==> src/rtl/cascade_digit_counter.sv <==
// cascade_digit_counter
//   Multi-digit base-BASE up/down counter. NUM_DIGITS digit stages share one
//   clock; every digit's step enable is a flat AND of the lower digits'
//   limit flags, so a full-width carry or borrow settles in a single cycle.
//   Provides synchronous clear, parallel load with per-digit clamping,
//   wrap/saturate at the limits and a registered rollover pulse that can
//   drive the next timing group.
//
// Parameters
//   BASE        radix of every digit (2 .. 2**DIGIT_BITS)
//   DIGIT_BITS  bits per digit
//   NUM_DIGITS  number of digits, digit 0 least significant (1 .. 8)
//   SATURATE    0 = wrap at the limits, 1 = hold at the limits
//
// Ports
//   clk         rising-edge clock
//   rst_n       asynchronous active-low reset
//   enable      count one step this cycle
//   up_down     1 = count up, 0 = count down
//   clear       synchronous clear to all-zero (highest priority)
//   load        synchronous parallel load of load_value
//   load_value  digit i at [i*DIGIT_BITS +: DIGIT_BITS]
//   count       current digits, same packing as load_value
//   terminal    combinational: count at the limit for the current direction
//   rollover    one-cycle pulse following a wrapping edge
module cascade_digit_counter #(
    parameter int unsigned BASE       = 10,
    parameter int unsigned DIGIT_BITS = 4,
    parameter int unsigned NUM_DIGITS = 2,
    parameter int unsigned SATURATE   = 0
) (
    input  logic                             clk,
    input  logic                             rst_n,
    input  logic                             enable,
    input  logic                             up_down,
    input  logic                             clear,
    input  logic                             load,
    input  logic [NUM_DIGITS*DIGIT_BITS-1:0] load_value,
    output logic [NUM_DIGITS*DIGIT_BITS-1:0] count,
    output logic                             terminal,
    output logic                             rollover
);

    localparam int unsigned             W         = NUM_DIGITS * DIGIT_BITS;
    localparam logic [DIGIT_BITS-1:0]   MAX_DIGIT = DIGIT_BITS'(BASE - 1);
    localparam logic [DIGIT_BITS-1:0]   ONE_DIGIT = DIGIT_BITS'(1);
    localparam bit                      SAT       = (SATURATE != 0);

    logic [W-1:0]          count_q, count_d;
    logic                  rollover_q, rollover_d;
    logic [NUM_DIGITS-1:0] at_max, at_zero;
    logic [NUM_DIGITS-1:0] step_up, step_dn;
    logic                  at_limit;

    always_comb begin : digit_flags
        at_max  = '0;
        at_zero = '0;
        for (int unsigned i = 0; i < NUM_DIGITS; i++) begin
            at_max[i]  = (count_q[i*DIGIT_BITS +: DIGIT_BITS] == MAX_DIGIT);
            at_zero[i] = (count_q[i*DIGIT_BITS +: DIGIT_BITS] == '0);
        end
    end

    // Each digit's enable is a direct AND over all lower digits rather than a
    // chain through its neighbour, keeping the carry depth flat.
    for (genvar g = 0; g < NUM_DIGITS; g++) begin : g_step
        if (g == 0) begin : g_lsd
            assign step_up[g] = 1'b1;
            assign step_dn[g] = 1'b1;
        end else begin : g_upper
            assign step_up[g] = &at_max[g-1:0];
            assign step_dn[g] = &at_zero[g-1:0];
        end
    end

    assign at_limit = up_down ? (&at_max) : (&at_zero);

    always_comb begin : next_state
        count_d    = count_q;
        rollover_d = 1'b0;
        if (clear) begin
            count_d = '0;
        end else if (load) begin
            for (int unsigned i = 0; i < NUM_DIGITS; i++) begin
                if (load_value[i*DIGIT_BITS +: DIGIT_BITS] > MAX_DIGIT) begin
                    count_d[i*DIGIT_BITS +: DIGIT_BITS] = MAX_DIGIT;
                end else begin
                    count_d[i*DIGIT_BITS +: DIGIT_BITS] = load_value[i*DIGIT_BITS +: DIGIT_BITS];
                end
            end
        end else if (enable && !(SAT && at_limit)) begin
            // At the limit every digit steps and wraps, giving all-0 / all-MAX.
            rollover_d = at_limit;
            for (int unsigned i = 0; i < NUM_DIGITS; i++) begin
                if (up_down && step_up[i]) begin
                    count_d[i*DIGIT_BITS +: DIGIT_BITS] = at_max[i] ? '0 :
                        count_q[i*DIGIT_BITS +: DIGIT_BITS] + ONE_DIGIT;
                end else if (!up_down && step_dn[i]) begin
                    count_d[i*DIGIT_BITS +: DIGIT_BITS] = at_zero[i] ? MAX_DIGIT :
                        count_q[i*DIGIT_BITS +: DIGIT_BITS] - ONE_DIGIT;
                end
            end
        end
    end

    always_ff @(posedge clk or negedge rst_n) begin
        if (!rst_n) begin
            count_q    <= '0;
            rollover_q <= 1'b0;
        end else begin
            count_q    <= count_d;
            rollover_q <= rollover_d;
        end
    end

    assign count    = count_q;
    assign rollover = rollover_q;
    assign terminal = at_limit;

endmodule

==> config.mk <==
export PLATFORM = sky130hd
export DESIGN_NAME = cascade_digit_counter
export DESIGN_NICKNAME = d
export VERILOG_FILES = /design/src/rtl/cascade_digit_counter.sv
export SDC_FILE = /design/constraint.sdc
export NUM_CORES = 1
export LEC_CHECK = 0
export CAP_MARGIN = 10
export CORE_UTILIZATION = 47
export CTS_CLUSTER_SIZE = 28
export DETAILED_ROUTE_END_ITERATION = 8
export PLACE_DENSITY = 0.76
export SLEW_MARGIN = 20
export SYNTH_ARGS = -nofsm -noshare
export SYNTH_HDL_FRONTEND = slang
export SYNTH_SLANG_ARGS = --single-unit
==> constraint.sdc <==
create_clock -name clk -period 2.53 [get_ports clk]
set_input_delay 0.253 -clock clk [delete_from_list [all_inputs] [get_ports clk]]
set_output_delay 0.253 -clock clk [all_outputs]
set_load 0.01 [all_outputs]
==> results of run 1 <==
==> Yosys cell counts (4+ instances only) <==
library cell  instances  area (um^2)
a21oi_1               6         30.0
nor2_1                9         33.8
a211oi_1              4         30.0
inv_1                10         37.5
ha_1                  7         87.6
nand2_1               8         30.0
o21ai_0               6         30.0
dfrtp_1               9          225
==> logic make-up after synthesis <==
logic type | count (synthesis)
multiplexers | 1
XOR/XNOR | 1
flip-flops | 9
AND/OR/NAND/NOR | 37
adder cells (fa/ha/maj) | 7
AO/OA/AOI/OAI | 36
buffers and inverters | 15
==> worst register-to-register path, stage by stage (launching register included) <==
cell and delay, ns:
dfrtp_2 0.46, inv_1 0.12, ha_2 0.23, or3b_1 0.36, a211o_1 0.41, a211o_1 0.33, a221oi_2 0.23
==> cell type report <==
class                   count  area (um^2)
fillers                   157          563
well taps                  25         31.3
clock buffers               4         26.3
repair buffers             26          253
flip-flops and latches      9          226
inverters                  10         37.5
multi-input cells          82          589
==> layout by cell type, fill, tap and decap left out, types with 2 or more instances in the layout <==
master           netlist  layout
o21ai_0                6       6
ha_1                   7       6
a311o_1                2       2
clkdlybuf4s50_1        0      23
inv_1                 10      10
a211o_1                2       2
nand4_1                2       2
a21oi_1                6       6
buf_4                  0       3
o31ai_1                2       2
nor4_1                 2       2
a221oi_1               2       2
nor3_1                 2       2
dfrtp_1                9       8
nand2_1                8       8
nor2_1                 9       9
nand2b_1               2       2
a211oi_1               4       4
o311a_1                2       2
clkbuf_4               0       3
==> per-stage QoR <==
stage               worst slack (ns)  std cells  hold WS, ns  power, W
finish                        0.0988        156        0.294  0.000462
global route                 0.00548        156        0.330  0.000491
CTS                           0.0199        156        0.297  0.000462
detailed placement             0.221        152        0.576  0.000350
global placement               0.257        152        0.572  0.000346
floorplan                      0.425        106      -0.0426  0.000276
==> per-layer routing <==
metal | up-vias | share of wire, %
met5 | - | 0
li1 | 451 | -
met2 | 33 | 46
met3 | 4 | 5.0
met1 | 440 | 48
met4 | 0 | 0.70
==> worst max-delay path by stage <==
stage                  start       end  slack, ns  cells after the start
finish              count[0]  terminal        0.1                      6
global route        count[1]  terminal      0.005                      6
CTS                 count[0]  terminal       0.02                      6
detailed placement  count[0]  terminal       0.22                      6
global placement    count[0]  terminal       0.26                      6
floorplan           count[0]  count[4]       0.43                      6
==> power by group through the flow <==
stage,Combinational (W),Clock (W),Sequential [W]
floorplan,0.000102,0,0.000174
global placement,0.000169,0,0.000177
detailed placement,0.000172,0,0.000178
CTS,0.000174,0.000113,0.000175
global route,0.000193,0.000118,0.000179
finish,0.000176,0.000110,0.000176
==> state kept, by name (all words and copies together) (netlist names) <==
| signal | count |
|---|---|
| rollover | 1 |
| count | 8 |
==> what timing repair did <==
action | CTS | global route
cloned | 0 | 0
resized for setup | 1 | 3
setup endpoints to repair | 1 | 1
==> results.md, run 1 <==
* Top Family by Delay on Critical Path: buffers and inverters
* Maxcap violations at 0
* Tcrit/Tclk final at 96.1%
* Via count at 928
* Worst-path cell chain: inv_1 > ha_2 > nor2b_2 > nor3b_2 > a31o_2 > clkdlybuf4s50_1
* Crit path DAT at 2.18 ns
* Final Util at 67.4%
* M3 GR Usage at 1.60%
* Mapped Cells at 106
* Final Critical Period at 2.43 ns
* Critical setup path kind: reg2out
* Reg2Reg Depth at 6
* Synth warn at 0
* Net switching power at 0.000153 W
* Antenna violations before repair at 0
* Ant. Diodes at 0
* Int Pwr at 0.000309 W
* CTS H-tree lvls at 1
* Synth Flop Type: dfrtp_1
* Clk_skew at 0.000892 ns
* Mux contribution to synthesized area at 1.16%
* WL per Instance at 13.8 um
* Die width at 44.9 um
* Final max-slew violation count at 0
* GRT Overall Usage at 24.3%
* Startpoint class of the critical path: flop
* Worst-path clk slew at 0.06 ns
* Routed Antenna Nets at 0
* Global-route wire length before repair at 3680 um
* Post-Synth XOR/XNOR Area at 1.01%
* Mean post-synth cell area at 8.14 um^2
* CP Capture Type: output port
* Crit path max-delay cell type: clkdlybuf4s50_1
* Grt peak-use layer: met2
* Worst Path Required at 2.28 ns
* Simple-Gate Fraction of Synth Area at 23.3%
* Post-Syn Nets at 127
* Worst reg2reg startpoint: count[0]
* # DRC at 0
* Share of layout cells above drive strength 1 at 11.5%
* RePlAce Congestion at 0.880
* FF-to-FF End: count[7]
* Status: complete, no violations
* Yosys cell types at 43
* Worst VDD drop at 0.310 mV
* Starting Density at 50.0%
* Pwr Density at 397 nW/um^2
* Worst Path Max Fanout at 8
* RSZ-0062 raised after global routing: false
* Die area at 2010 um^2
* Max incr delay on CP at 0.53 ns
* Compound-Gate Fraction of Synth Area at 31.4%
* DP HPWL at 1660 um
* Global routing usage on met2 at 38.2%
* CTS buffer count at 3
* Row Count at 15
* CTS tree: done
* Relative max-transition margin at 65.6%
* # hold bufs at CTS at 0
* Reg2Reg Setup Slack at 0.31 ns
* Adder-cell share of the synthesized area at 10.1%
* Register area share after synthesis at 26.1%
* Cell Area, Synth at 863 um^2
* Num Clock Sinks at 9
* Setup_tns at 0 ns
* Power share of the clock group at 23.8%
* Flop pwr share at 38.2%
* First DRT Iteration DRCs at 27
* Met1 usage in global routing at 35.2%
* Combinational Power Share at 38.0%
* Port Buffers at 23
* Routed WL at 2150 um
* Switching share of power at 33.1%
* Layout area overhead at 34.8%
* Fin area at 1160 um^2
* Post-CTS setup buffers at 0
* Final hold viol count at 0
* Ys async rst share at 100%
* Grt total ovfl at 0
* Maximum clock rate at 411 MHz
* Root buf cell: clkbuf_4
* Path category of the worst min-delay check: in2async
* Maximum clock insertion buffer count at 2
* Vias per std cell at 5.95
* Number of synthesized flops with an enable pin at 0
* Placed instance area at 1130 um^2
* Main combinational cell family by area after synthesis: compound AO/OA/AOI/OAI gates
* Core Area at 1730 um^2
* Clock Latency Late Sink at 0.26 ns
* Flops & latches, synth at 9
* Worst-margin pin slew at 0.504 ns
* Vias in the first global route at 860
* Die Y at 44.9 um
* Worst Path Buf+Inv at 2
* Largest net degree at the start of global routing at 15
* Final setup viols at 0
* I/O pin cnt at 24
* Leak at 0.479 nW
* First drt pass iteration count at 4
* Nets at 153
Power figures use the tool's default switching activity.
==> run 2, diff against run 1 <==
CTS_CLUSTER_DIAMETER = 120   (was not set)
SLEW_MARGIN = 25   (was 20)
==> results of run 2 <==
No change in the layout: final DEF, timing and power equal those of run 1.
==> run 3, diff against run 2 <==
CORE_UTILIZATION = 36   (was 47)
PLACE_DENSITY = 0.6   (was 0.76)
SKIP_CTS_REPAIR_TIMING = 1   (was not set)
==> run 3 against run 2 <==
- clock power about the same
- non-clock buffer count increased by 1
- global-route usage decreased by 5.7 points
- core utilization decreased by 14 points
- final area increased by 2.7%
- die area increased by 29%
- final cell count increased by 2.6%
- fmax increased by 2.4%
- register-to-register slack improved by 0.03 ns
- sequential power about the same
==> results.md, run 3 (same netlist as run 1, synthesis figures left out) <==
* Critical setup path kind: reg2out
* Leak at 0.492 nW
* Final setup viols at 0
* Largest net degree at the start of global routing at 15
* CTS buffer count at 3
* Layout area overhead at 38.4%
* Core Area at 2230 um^2
* Pwr Density at 393 nW/um^2
* Die width at 51.0 um
* Grt total ovfl at 0
* Worst Path Required at 2.28 ns
* I/O pin cnt at 24
* GRT Overall Usage at 18.6%
* Wire length on met1 at 1170 um
* Die Y at 51.0 um
* Startpoint class of the critical path: flop
* Routed Antenna Nets at 0
* Met2 routed wirelength at 993 um
* Final Critical Period at 2.37 ns
* CP Capture Type: output port
* Vias in the first global route at 827
* Tcrit/Tclk final at 93.8%
* Antenna violations before repair at 0
* Routed WL at 2300 um
* Maxcap violations at 0
* Crit path DAT at 2.12 ns
* DP HPWL at 1790 um
* Final hold viol count at 0
* Max incr delay on CP at 0.54 ns
* Commonest non-fill, non-tap cell in the layout: clkdlybuf4s50_1
* Worst VDD drop at 0.284 mV
* Path category of the worst min-delay check: in2async
* Crit path max-delay cell type: clkdlybuf4s50_1
* Final-layout fill cell count at 236
* # DRC at 0
* Via count at 896
* Worst Path Max Fanout at 5
* First DRT Iteration DRCs at 15
* RePlAce Congestion at 0.821
* Root buf cell: clkbuf_4
* Nets at 154
* Num Clock Sinks at 9
* Most frequent cells in the layout: clkdlybuf4s50_1, inv_1, nor2_1, dfrtp_1, nand2_1
* Setup_tns at 0 ns
* Row Count at 17
* Worst-margin pin slew at 0.517 ns
* Vias per std cell at 5.60
* Port Buffers at 23
* Clock Latency Late Sink at 0.25 ns
* Share of layout cells above drive strength 1 at 11.4%
* Maximum clock rate at 421 MHz
* Final max-slew violation count at 0
* Max reg flops at 8
* First drt pass iteration count at 4
* Relative max-transition margin at 65.4%
* Status: complete, no violations
* Clk_skew at 0.00112 ns
* WL per Instance at 14.4 um
* Die area at 2600 um^2
* Reg2Reg Setup Slack at 0.34 ns
* Global-route wire length before repair at 3680 um
* Starting Density at 38.7%
* Met3 wire len at 128 um
* Worst hold margin at 0.299 ns
* Ant. Diodes at 0
* CTS H-tree lvls at 1
* Worst-path clk slew at 0.06 ns
* RSZ-0062 raised after global routing: false
* Top Metal Used: met4
* CTS tree: done
* Maximum clock insertion buffer count at 2
* Worst-path cell chain: inv_1 > ha_4 > nor2b_4 > nor3b_4 > a31o_2 > clkdlybuf4s50_1
-- run 3: power breakdown --
group          leakage, nW  switching [W]  internal [W]
clock               0.0150      0.0000462     0.0000605
sequential           0.119      0.0000210      0.000154
combinational        0.358      0.0000876      0.000101
total                0.492       0.000155      0.000315
-- run 3: per-layer routing --
| metal | vias up | global-route usage [%] |
|---|---|---|
| met2 | 27 | 28.3 |
| met4 | 0 | 6.94 |
| met1 | 413 | 26.7 |
| met3 | 2 | 2.08 |
| met5 | - | 0 |
| li1 | 454 | - |
-- run 3: final timing paths --
kind                               start       end  cells after the start
hold / removal                     rst_n  count[6]                      1
max in group asynchronous          rst_n  rollover                      1
setup / recovery                count[1]  terminal                      6
hold reg to reg                 count[0]  count[0]                      3
min in group clk           load_value[2]  count[2]                      3
setup reg to reg                count[1]  count[4]                      6
-- run 3: final cells by class --
type	instances	area (um^2)	share of cell area (%)
Inverter	10	37.5	3.14
Tap cell	28	35.0	2.93
Sequential cell	9	225	18.8
Clock buffer	4	26.3	2.20
Timing Repair Buffer	27	260	21.8
Multi-Input combinational cell	82	611	51.1
-- run 3: per-stage QoR --
stage / area (um^2) / cells / setup WS (ns) / utilization, % / power [W]
floorplan: 863 / 106 / 0.425 / - / 0.000276
global placement: 1140 / 156 / 0.200 / 50.9 / 0.000352
detailed placement: 1140 / 156 / 0.243 / 50.9 / 0.000354
CTS: 1160 / 160 / -0.0468 / 52.1 / 0.000464
global route: 1190 / 160 / 0.0249 / 53.5 / 0.000503
finish: 1190 / 160 / 0.156 / 53.5 / 0.000470
-- run 3: worst max-delay path: cells and delay by family, from the launching register on --
kind            cells  cell delay [ns]
buf+inv             2             0.71
flops               1             0.42
simple gates        2             0.36
compound gates      1             0.20
fa+ha+maj           1             0.18
